`config.mk`:
```
export PLATFORM = sky130hd
export DESIGN_NAME = alu_issue_queue
export DESIGN_NICKNAME = d
export VERILOG_FILES = /design/src/rtl/alu_issue_queue.sv
export SDC_FILE = /design/constraint.sdc
export NUM_CORES = 2
export LEC_CHECK = 0
export ABC_AREA = 1
export BUFFER_PORTS_ARGS = -buffer_cell sky130_fd_sc_hd__buf_2
export CAP_MARGIN = 25
export CORE_ASPECT_RATIO = 0.75
export CORE_UTILIZATION = 56
export DETAILED_ROUTE_END_ITERATION = 7
export PLACE_DENSITY = 0.78
export REMOVE_ABC_BUFFERS = 1
export SLEW_MARGIN = 10
export SYNTH_ARGS = -nofsm -noshare
export SYNTH_HDL_FRONTEND = slang
export SYNTH_SLANG_ARGS = --single-unit
```
`constraint.sdc`:
```
create_clock -name clock -period 3.1 [get_ports clock]
set_input_delay 0 -clock clock [delete_from_list [all_inputs] [get_ports clock]]
set_output_delay 0 -clock clock [all_outputs]
set_load 0.05 [all_outputs]
```
`src/rtl/alu_issue_queue.sv`:
```
// Age-ordered collapsing issue queue for the ALU stage. It captures CDB results
// for pending operands and presents the oldest fully ready operation each cycle.
module alu_issue_queue #(
    parameter int DEPTH = 4,
    parameter int TAG_W = 6,
    parameter int OP_W  = 5
) (
    input  logic                         clock,
    input  logic                         reset,
    input  logic                         flush,
    input  logic                         enq_valid,
    output logic                         enq_ready,
    input  logic [OP_W-1:0]              enq_aluop,
    input  logic [31:0]                  enq_rega,
    input  logic [31:0]                  enq_regb,
    input  logic                         enq_rega_rdy,
    input  logic                         enq_regb_rdy,
    input  logic [TAG_W-1:0]             enq_rega_tag,
    input  logic [TAG_W-1:0]             enq_regb_tag,
    input  logic [31:0]                  enq_imm,
    input  logic                         enq_use_imm,
    input  logic [TAG_W-1:0]             enq_dest_tag,
    input  logic                         cdb_valid,
    input  logic [TAG_W-1:0]             cdb_tag,
    input  logic [31:0]                  cdb_data,
    output logic                         iss_valid,
    input  logic                         iss_ready,
    output logic [OP_W-1:0]              iss_aluop,
    output logic [31:0]                  iss_rega,
    output logic [31:0]                  iss_regb,
    output logic [31:0]                  iss_imm,
    output logic                         iss_use_imm,
    output logic [TAG_W-1:0]             iss_dest_tag,
    output logic [$clog2(DEPTH+1)-1:0]   count
);

    localparam int CNT_W = $clog2(DEPTH + 1);
    localparam int IDX_W = $clog2(DEPTH);

    typedef struct packed {
        logic              valid;
        logic [OP_W-1:0]   aluop;
        logic [31:0]       rega;
        logic              rega_rdy;
        logic [TAG_W-1:0]  rega_tag;
        logic [31:0]       regb;
        logic              regb_rdy;
        logic [TAG_W-1:0]  regb_tag;
        logic [31:0]       imm;
        logic              use_imm;
        logic [TAG_W-1:0]  dest_tag;
    } entry_t;

    entry_t             r_q [DEPTH];
    logic [CNT_W-1:0]   r_count;

    entry_t             w_ext [DEPTH+1];
    entry_t             w_nq  [DEPTH];
    entry_t             w_new;
    entry_t             w_cur;
    logic               w_found;
    logic [IDX_W-1:0]   w_sel;
    logic               w_issue;
    logic               w_enq;
    logic [CNT_W-1:0]   w_pos;
    logic [CNT_W-1:0]   w_count_n;

    // Scan from the youngest slot down so the oldest ready entry wins.
    always_comb begin
        w_found = 1'b0;
        w_sel   = '0;
        for (int i = DEPTH - 1; i >= 0; i--) begin
            if (r_q[i].valid && r_q[i].rega_rdy && r_q[i].regb_rdy) begin
                w_found = 1'b1;
                w_sel   = IDX_W'(i);
            end
        end
    end

    assign enq_ready = (r_count < CNT_W'(DEPTH));
    assign w_issue   = w_found && iss_ready;
    assign w_enq     = enq_valid && enq_ready && !flush;
    assign w_pos     = r_count - CNT_W'(w_issue);
    assign w_count_n = flush ? '0 : (r_count + CNT_W'(w_enq) - CNT_W'(w_issue));

    // Incoming entry, with same-cycle CDB capture for pending operands.
    always_comb begin
        w_new          = '0;
        w_new.valid    = 1'b1;
        w_new.aluop    = enq_aluop;
        w_new.rega     = enq_rega;
        w_new.rega_rdy = enq_rega_rdy;
        w_new.rega_tag = enq_rega_tag;
        w_new.regb     = enq_regb;
        w_new.regb_rdy = enq_regb_rdy || enq_use_imm;
        w_new.regb_tag = enq_regb_tag;
        w_new.imm      = enq_imm;
        w_new.use_imm  = enq_use_imm;
        w_new.dest_tag = enq_dest_tag;
        if (cdb_valid && !w_new.rega_rdy && (cdb_tag == w_new.rega_tag)) begin
            w_new.rega     = cdb_data;
            w_new.rega_rdy = 1'b1;
        end
        if (cdb_valid && !w_new.regb_rdy && (cdb_tag == w_new.regb_tag)) begin
            w_new.regb     = cdb_data;
            w_new.regb_rdy = 1'b1;
        end
    end

    always_comb begin
        for (int i = 0; i < DEPTH; i++) begin
            w_ext[i] = r_q[i];
        end
        w_ext[DEPTH] = '0;
    end

    // Collapse over the issued slot, then wake up, then drop in the new entry.
    always_comb begin
        w_cur = '0;
        for (int i = 0; i < DEPTH; i++) begin
            w_cur = (w_issue && (i >= int'(w_sel))) ? w_ext[i+1] : w_ext[i];
            if (w_cur.valid && cdb_valid && !w_cur.rega_rdy && (cdb_tag == w_cur.rega_tag)) begin
                w_cur.rega     = cdb_data;
                w_cur.rega_rdy = 1'b1;
            end
            if (w_cur.valid && cdb_valid && !w_cur.regb_rdy && (cdb_tag == w_cur.regb_tag)) begin
                w_cur.regb     = cdb_data;
                w_cur.regb_rdy = 1'b1;
            end
            if (w_enq && (w_pos == CNT_W'(i))) begin
                w_cur = w_new;
            end
            if (flush) begin
                w_cur = '0;
            end
            w_nq[i] = w_cur;
        end
    end

    always_ff @(posedge clock or negedge reset) begin
        if (!reset) begin
            for (int i = 0; i < DEPTH; i++) begin
                r_q[i] <= '0;
            end
            r_count <= '0;
        end else begin
            for (int i = 0; i < DEPTH; i++) begin
                r_q[i] <= w_nq[i];
            end
            r_count <= w_count_n;
        end
    end

    assign iss_valid    = w_found;
    assign iss_aluop    = w_found ? r_q[w_sel].aluop    : '0;
    assign iss_rega     = w_found ? r_q[w_sel].rega     : '0;
    assign iss_regb     = w_found ? r_q[w_sel].regb     : '0;
    assign iss_imm      = w_found ? r_q[w_sel].imm      : '0;
    assign iss_use_imm  = w_found ? r_q[w_sel].use_imm  : 1'b0;
    assign iss_dest_tag = w_found ? r_q[w_sel].dest_tag : '0;
    assign count        = r_count;

endmodule

```
## Yosys cells after proc, flatten, opt, wreduce, memory -nomap -nowiden

Cells that the tools add are included.

| word-level totals | value |
|---|---|
| register bits | 495 |
| latch bits | 0 |
| memory bits (writable) | 0 |
| bits in read-only memories | 0 |
| bits of input ports | 166 |
| output and inout port bits | 113 |
| word-level logic and storage cells | 174 |
| memories kept | 0 |

| operators by class | value |
|---|---|
| $add $sub $neg | 3 |
| multiply operators | 0 |
| divide/modulo/power cells | 0 |
| $lt $le $gt $ge | 5 |
| eq/ne operators | 13 |
| shift-type cells | 0 |
| mux-type cells | 40 |
| bitwise operators | 1 |
| reductions and logical operators | 67 |

Operator list:

| kind | count |
|---|---|
| 123-bit 2-to-1 mux | 12 |
| 33-bit 2-to-1 mux | 10 |
| 123-bit binary-select mux with 2-bit select | 1 |
| 122-bit 2-to-1 mux | 2 |
| 32-bit 2-to-1 mux | 3 |
| 6-bit equality test | 10 |
| 1-bit logical AND | 42 |
| 4-bit nonzero test | 8 |
| 3-bit nonzero test | 4 |
| 1-bit zero test | 11 |
| 2-bit 2-to-1 mux | 4 |
| 3-bit by 2-bit equality test with 1-bit output (second input constant) | 2 |
| 6-bit 2-to-1 mux | 1 |
| 3-bit by 1-bit subtractor with 3-bit output | 2 |
| 1-bit 2-to-1 mux | 5 |
| 5-bit 2-to-1 mux | 1 |
| 1-bit by 2-bit >= comparator with 1-bit output (first input constant) | 2 |
| 3-bit by 1-bit adder with 3-bit output | 1 |
| 3-bit by 1-bit equality test with 1-bit output (second input constant) | 1 |
| 3-bit >= comparator (second input constant) | 1 |
| 3-bit zero test | 1 |
| 3-bit less-than comparator (second input constant) | 1 |
| 3-bit 2-to-1 mux | 1 |
| 2-bit NOT with 3-bit output | 1 |
| 2 further kinds | 2 |

## Logic depth before layout (Yosys ltp)

| logic depth | value |
|---|---|
| depth after elaboration | 15 |
| mapped depth | 22 |
| depth with buffers taken out | 19 |

## Least setup slack after synthesis

OpenSTA, ideal clock, no wires.

| timing path | value |
|---|---|
| kind | register -> register |
| start point | reg r_q[122] (netlist bit) |
| end point | reg r_q[350] (netlist bit) |
| library setup time | 0.117 ns |
| arrival time | 3.105 ns |
| setup slack | -0.121 ns |
| cell stages (with the launch flop) | 22 |
| clock period less this slack | 3.221 ns |
| path through | dfrtp_1 > nand3_1 > nand2_4 > nor2_8 > nor2_8 > buf_6 > buf_6 > ha_1 > ha_1 > or2_1 > nand2_1 > inv_2 > nand3_1 > inv_1 > nor2_1 > nand2_1 > buf_2 > inv_2 > buf_1 > a21oi_1 > nand2_1 > nand2_1 |

| between the ends | value |
|---|---|
| word-level cells in the longest chain between the ends | 15 |
| elaborated cells between the ends (all ways) | 26 |
| classes of those cells | 1 x add/sub; 1 x order compare; 2 x eq/ne; 12 x mux; 10 x reduce/logical |

Ends and longest elaborated chain:

| item | RTL line | text |
|---|---|---|
| from (decl) | 54 | `entry_t r_q [DEPTH];` |
| from (signal, indexed assignment) | 148 | `r_q[i] <= w_nq[i];` |
| 1-bit logical AND (*) (2 in a row) | 73 | `if (r_q[i].valid && r_q[i].rega_rdy && r_q[i].regb_rdy) begin` |
| branches (longest 13 deep; another with 1-bit by 2-bit >= comparator with 1-bit output) | -- |  |

Every way passes the cells marked *. The select of a mux whose other input is x is not followed.
A chain may end at the register's enable or synchronous reset.

## Final worst setup path

| timing path | value |
|---|---|
| start point | reg r_q[84] (netlist bit) |
| end point | out iss_rega[1] |

| between the ends | value |
|---|---|
| word-level cells in the longest chain between the ends | 11 |
| elaborated cells between the ends (all ways) | 15 |
| classes of those cells | 12 x mux; 1 x bitwise; 2 x reduce/logical |

Ends and longest elaborated chain:

| item | RTL line | text |
|---|---|---|
| 1-bit logical AND (*) (2 in a row) | 73 |  |
| 2-bit 2-to-1 mux (4 in a row) | 73 |  |
| 2-bit NOT with 3-bit output (not written as such) | 156 | `assign iss_rega = w_found ? r_q[w_sel].rega : '0;` |
| 123-bit binary-select mux with 2-bit select | 156 |  |
| 122-bit 2-to-1 mux (2 in a row) | -- |  |
| 32-bit 2-to-1 mux (*) | 156 |  |
| to (decl) | 29 | `output logic [31:0] iss_rega,` |

Every way passes the cells marked *; elsewhere a longest branch is shown, timed or not. The select of a mux whose other input is x is not followed.

==> out/qor.json <==
{
  "pwr": {
    "static-leakage-power_uw": 0.0192,
    "ir_worst_vdd_mv": 0.435,
    "cellPowerDensity_nw_per_um2": 411
  },
  "placement": {
    "placement.cell_area_sq_um": 36400,
    "detailed_place_hpwl_um": 74100,
    "place.gp.congestion": 0.941,
    "dp.cells": 6123,
    "io_buffers": 278,
    "place_ws_ns": 0.0226
  },
  "synth": {
    "synth-edff-count": 0,
    "synth_top_flop_cell": "sky130_fd_sc_hd__dfrtp_1",
    "count_of_different_cell_masters_after_synthesis": 45,
    "ys_seq_elements": 495,
    "largest_area_contributor_in_the_netlist": "sky130_fd_sc_hd__dfrtp_1",
    "postSynth.asyncResetShare": 1.00,
    "syn_area_sq_um": 34000,
    "yosysSeqAreaShare": 0.365,
    "postSynthAreaPerCell_sq_um": 6.39,
    "synth.top_cell.area_share": 0.365,
    "netlist_instances": 5318,
    "netlist_top_cells_area": "sky130_fd_sc_hd__dfrtp_1, sky130_fd_sc_hd__nand2_1, sky130_fd_sc_hd__o21ai_0",
    "yosysWarnings": 0
  },
  "cts": {
    "clock_latency_on_the_worst_skew_pair_ns": 0.64,
    "clk_path_buf_depth": 3,
    "cts.htree.levels": 2,
    "cts-root-buf": "sky130_fd_sc_hd__clkbuf_16",
    "clkSlewWorstSetupHoldPaths_ns": 0.07,
    "cts_tree": "built",
    "cts_buffers": 53,
    "clkSinkCount": 495
  },
  "critical_path": {
    "critPathArrivalTime_ns": 3.07,
    "setup.worst_path.class": "flop to primary output",
    "worstRegToRegCells": 18,
    "path_max_fanout": 30,
    "critical_path.startpoint_type": "flop",
    "setup.worst_path.end_class": "primary output",
    "cp_required_ns": 3.10
  },
  "layout": {
    "utilization_after_layout": 0.684,
    "stdcell_area_sq_um": 40600,
    "ratio_of_cells_with_drive_above_1_in_the_final_layout": 0.118,
    "synthToLayoutAreaGrowth_pct": 19.6,
    "finalNonFillerCells": 6416,
    "layout_common_cells": "sky130_fd_sc_hd__nand2_1, sky130_fd_sc_hd__o21ai_0, sky130_fd_sc_hd__inv_1",
    "layout.nets": 5745,
    "layout_commonest_cell": "sky130_fd_sc_hd__nand2_1"
  },
  "routing": {
    "initial_detailed_routing_violation_count": 6395,
    "drt_first_pass_iters": 8,
    "final_antenna_net_count": 0,
    "routed_via_density": 6.19,
    "routed_wirelength_um": 139000,
    "drt-wirelength-per-cell_um": 21.6,
    "via_count": 39700,
    "drcViolationCount": 1
  },
  "floorplanning": {
    "ports_placed_on_the_boundary": 279,
    "rows": 77,
    "fp.coreArea_sq_um": 59400,
    "die_height_um": 215,
    "dieWidth_um": 286,
    "die_area_sq_um": 61700,
    "starting_density_of_the_core": 0.572
  },
  "run": {
    "max_cap_check_violation_count": 0
  },
  "sta": {
    "final_max_slew_viol_count": 0,
    "finalSetupViolations": 0,
    "final-hold-violation-count": 0,
    "worst_slack_ns": 0.0286,
    "max_clock_freq_mhz": 326,
    "layout_min_cycle_time_ns": 3.07,
    "timing.slew.headroom": 0.240,
    "timing.setup.tns_ns": 0,
    "slew_at_the_pin_with_the_worst_max_slew_slack_ns": 1.14,
    "finClkSkew_ns": 0.0345,
    "period_share": 0.991
  },
  "grt": {
    "overflow": 0,
    "grt_use_total": 0.418,
    "grt_pass1_vias": 36700,
    "grt_first_pass_wirelength_um": 203000,
    "antenna_found_initial": 11,
    "grt_start_max_net_pins": 150
  },
  "outcome": {
    "outcome": "finished with violations",
    "violations_in_the_final_reports": "design-rule violations"
  },
  "worst_hold_path": {
    "worst_hold_path_type": "primary input to asynchronous set/reset pin"
  }
}
## path summary, 6_finish.rpt
kind                                  start     endpoint  slack, ns
max in group asynchronous             reset     r_q[247]       2.52
worst min-delay path                  reset     r_q[230]       0.04
worst max-delay path                r_q[84]  iss_rega[1]       0.03
worst min register to register     r_q[181]     r_q[181]       0.48
min in group clock              enq_imm[22]      r_q[29]       0.17
worst max register to register     r_q[245]     r_q[423]       0.04
## layout make-up
class                   count  area [sq um]
clock inverters            24           333
multi-input cells        3832         17800
well taps                 790           988
fillers                  5072         18800
inverters                 580          2200
flip-flops and latches    495         12400
repair buffers            612          5360
clock buffers              75          1570
diodes                      8          20.0
## per-layer routing
| layer | vias up | track usage | part of all wire |
|---|---|---|---|
| met5 | - | 0.0141 | 0.00083 |
| li1 | 17700 | - | - |
| met3 | 663 | 0.114 | 0.16 |
| met4 | 8 | 0.204 | 0.054 |
| met2 | 3430 | 0.616 | 0.42 |
| met1 | 18000 | 0.563 | 0.37 |
## per-stage QoR
stage / total power (uW) / hold slack [ns]
floorplan: 8220 / -0.296
global placement: 9260 / 0.0273
detailed placement: 9300 / 0.0329
CTS: 16400 / 0.0389
global route: 17200 / 0.0699
finish: 16700 / 0.0413
## report_power, final
part	total (uW)	switching [uW]	internal [uW]	leakage, uW
combinational	2800	1850	943	0.0114
sequential	6820	121	6700	0.00685
clock	7080	2970	4120	0.000942
total	16700	4940	11800	0.0192
## critical path, stage by stage, from the launching register on
cell	delay [ns]
sky130_fd_sc_hd__dfrtp_1	0.37
sky130_fd_sc_hd__buf_4	0.13
sky130_fd_sc_hd__inv_1	0.05
sky130_fd_sc_hd__nor2_1	0.09
sky130_fd_sc_hd__nand2_1	0.10
sky130_fd_sc_hd__nand2_4	0.14
sky130_fd_sc_hd__nand2_8	0.15
sky130_fd_sc_hd__buf_16	0.24
sky130_fd_sc_hd__clkbuf_16	0.25
sky130_fd_sc_hd__a21oi_1	0.17
sky130_fd_sc_hd__o21ai_0	0.10
sky130_fd_sc_hd__a21oi_1	0.31
sky130_fd_sc_hd__buf_2	0.33
## cell usage after synthesis (11+ instances only)
master,number
sky130_fd_sc_hd__clkbuf_1,250
sky130_fd_sc_hd__o21ai_0,606
sky130_fd_sc_hd__nor2_1,357
sky130_fd_sc_hd__buf_1,56
sky130_fd_sc_hd__o22ai_1,125
sky130_fd_sc_hd__nand2_1,1645
sky130_fd_sc_hd__buf_6,18
sky130_fd_sc_hd__inv_1,558
sky130_fd_sc_hd__o211ai_1,83
sky130_fd_sc_hd__inv_2,15
sky130_fd_sc_hd__nand3_1,462
sky130_fd_sc_hd__buf_2,71
sky130_fd_sc_hd__nand4_1,21
sky130_fd_sc_hd__nor2_2,30
sky130_fd_sc_hd__dfrtp_1,495
sky130_fd_sc_hd__a21oi_1,394
sky130_fd_sc_hd__o221ai_1,11
sky130_fd_sc_hd__xor2_1,22
## repair_timing
| item | 4_1_cts | 5_1_grt |
|---|---|---|
| endpoints found under the hold margin | 902 | 0 |
| gates resized for setup | 11 | 65 |
| setup buffers | 0 | 10 |
| pin swaps | 1 | 9 |
| cloned | 1 | 17 |
| endpoints found under the setup margin | 112 | 373 |
| hold buffers | 158 | 0 |
## logic make-up after synthesis
| kind of cell | Yosys count | synth area share |
|---|---|---|
| flip-flops | 495 | 0.365 |
| buffers and inverters | 995 | 0.120 |
| AND/OR/NAND/NOR | 2559 | 0.312 |
| XOR/XNOR | 27 | 0.00696 |
| adder cells (fa/ha/maj) | 5 | 0.00206 |
| AO/OA/AOI/OAI | 1237 | 0.195 |
## flip-flops by register name (all words and copies together), names as in the netlist
register	count
r_q	492
count	3
Note: power is estimated with default switching activity, not from simulation.
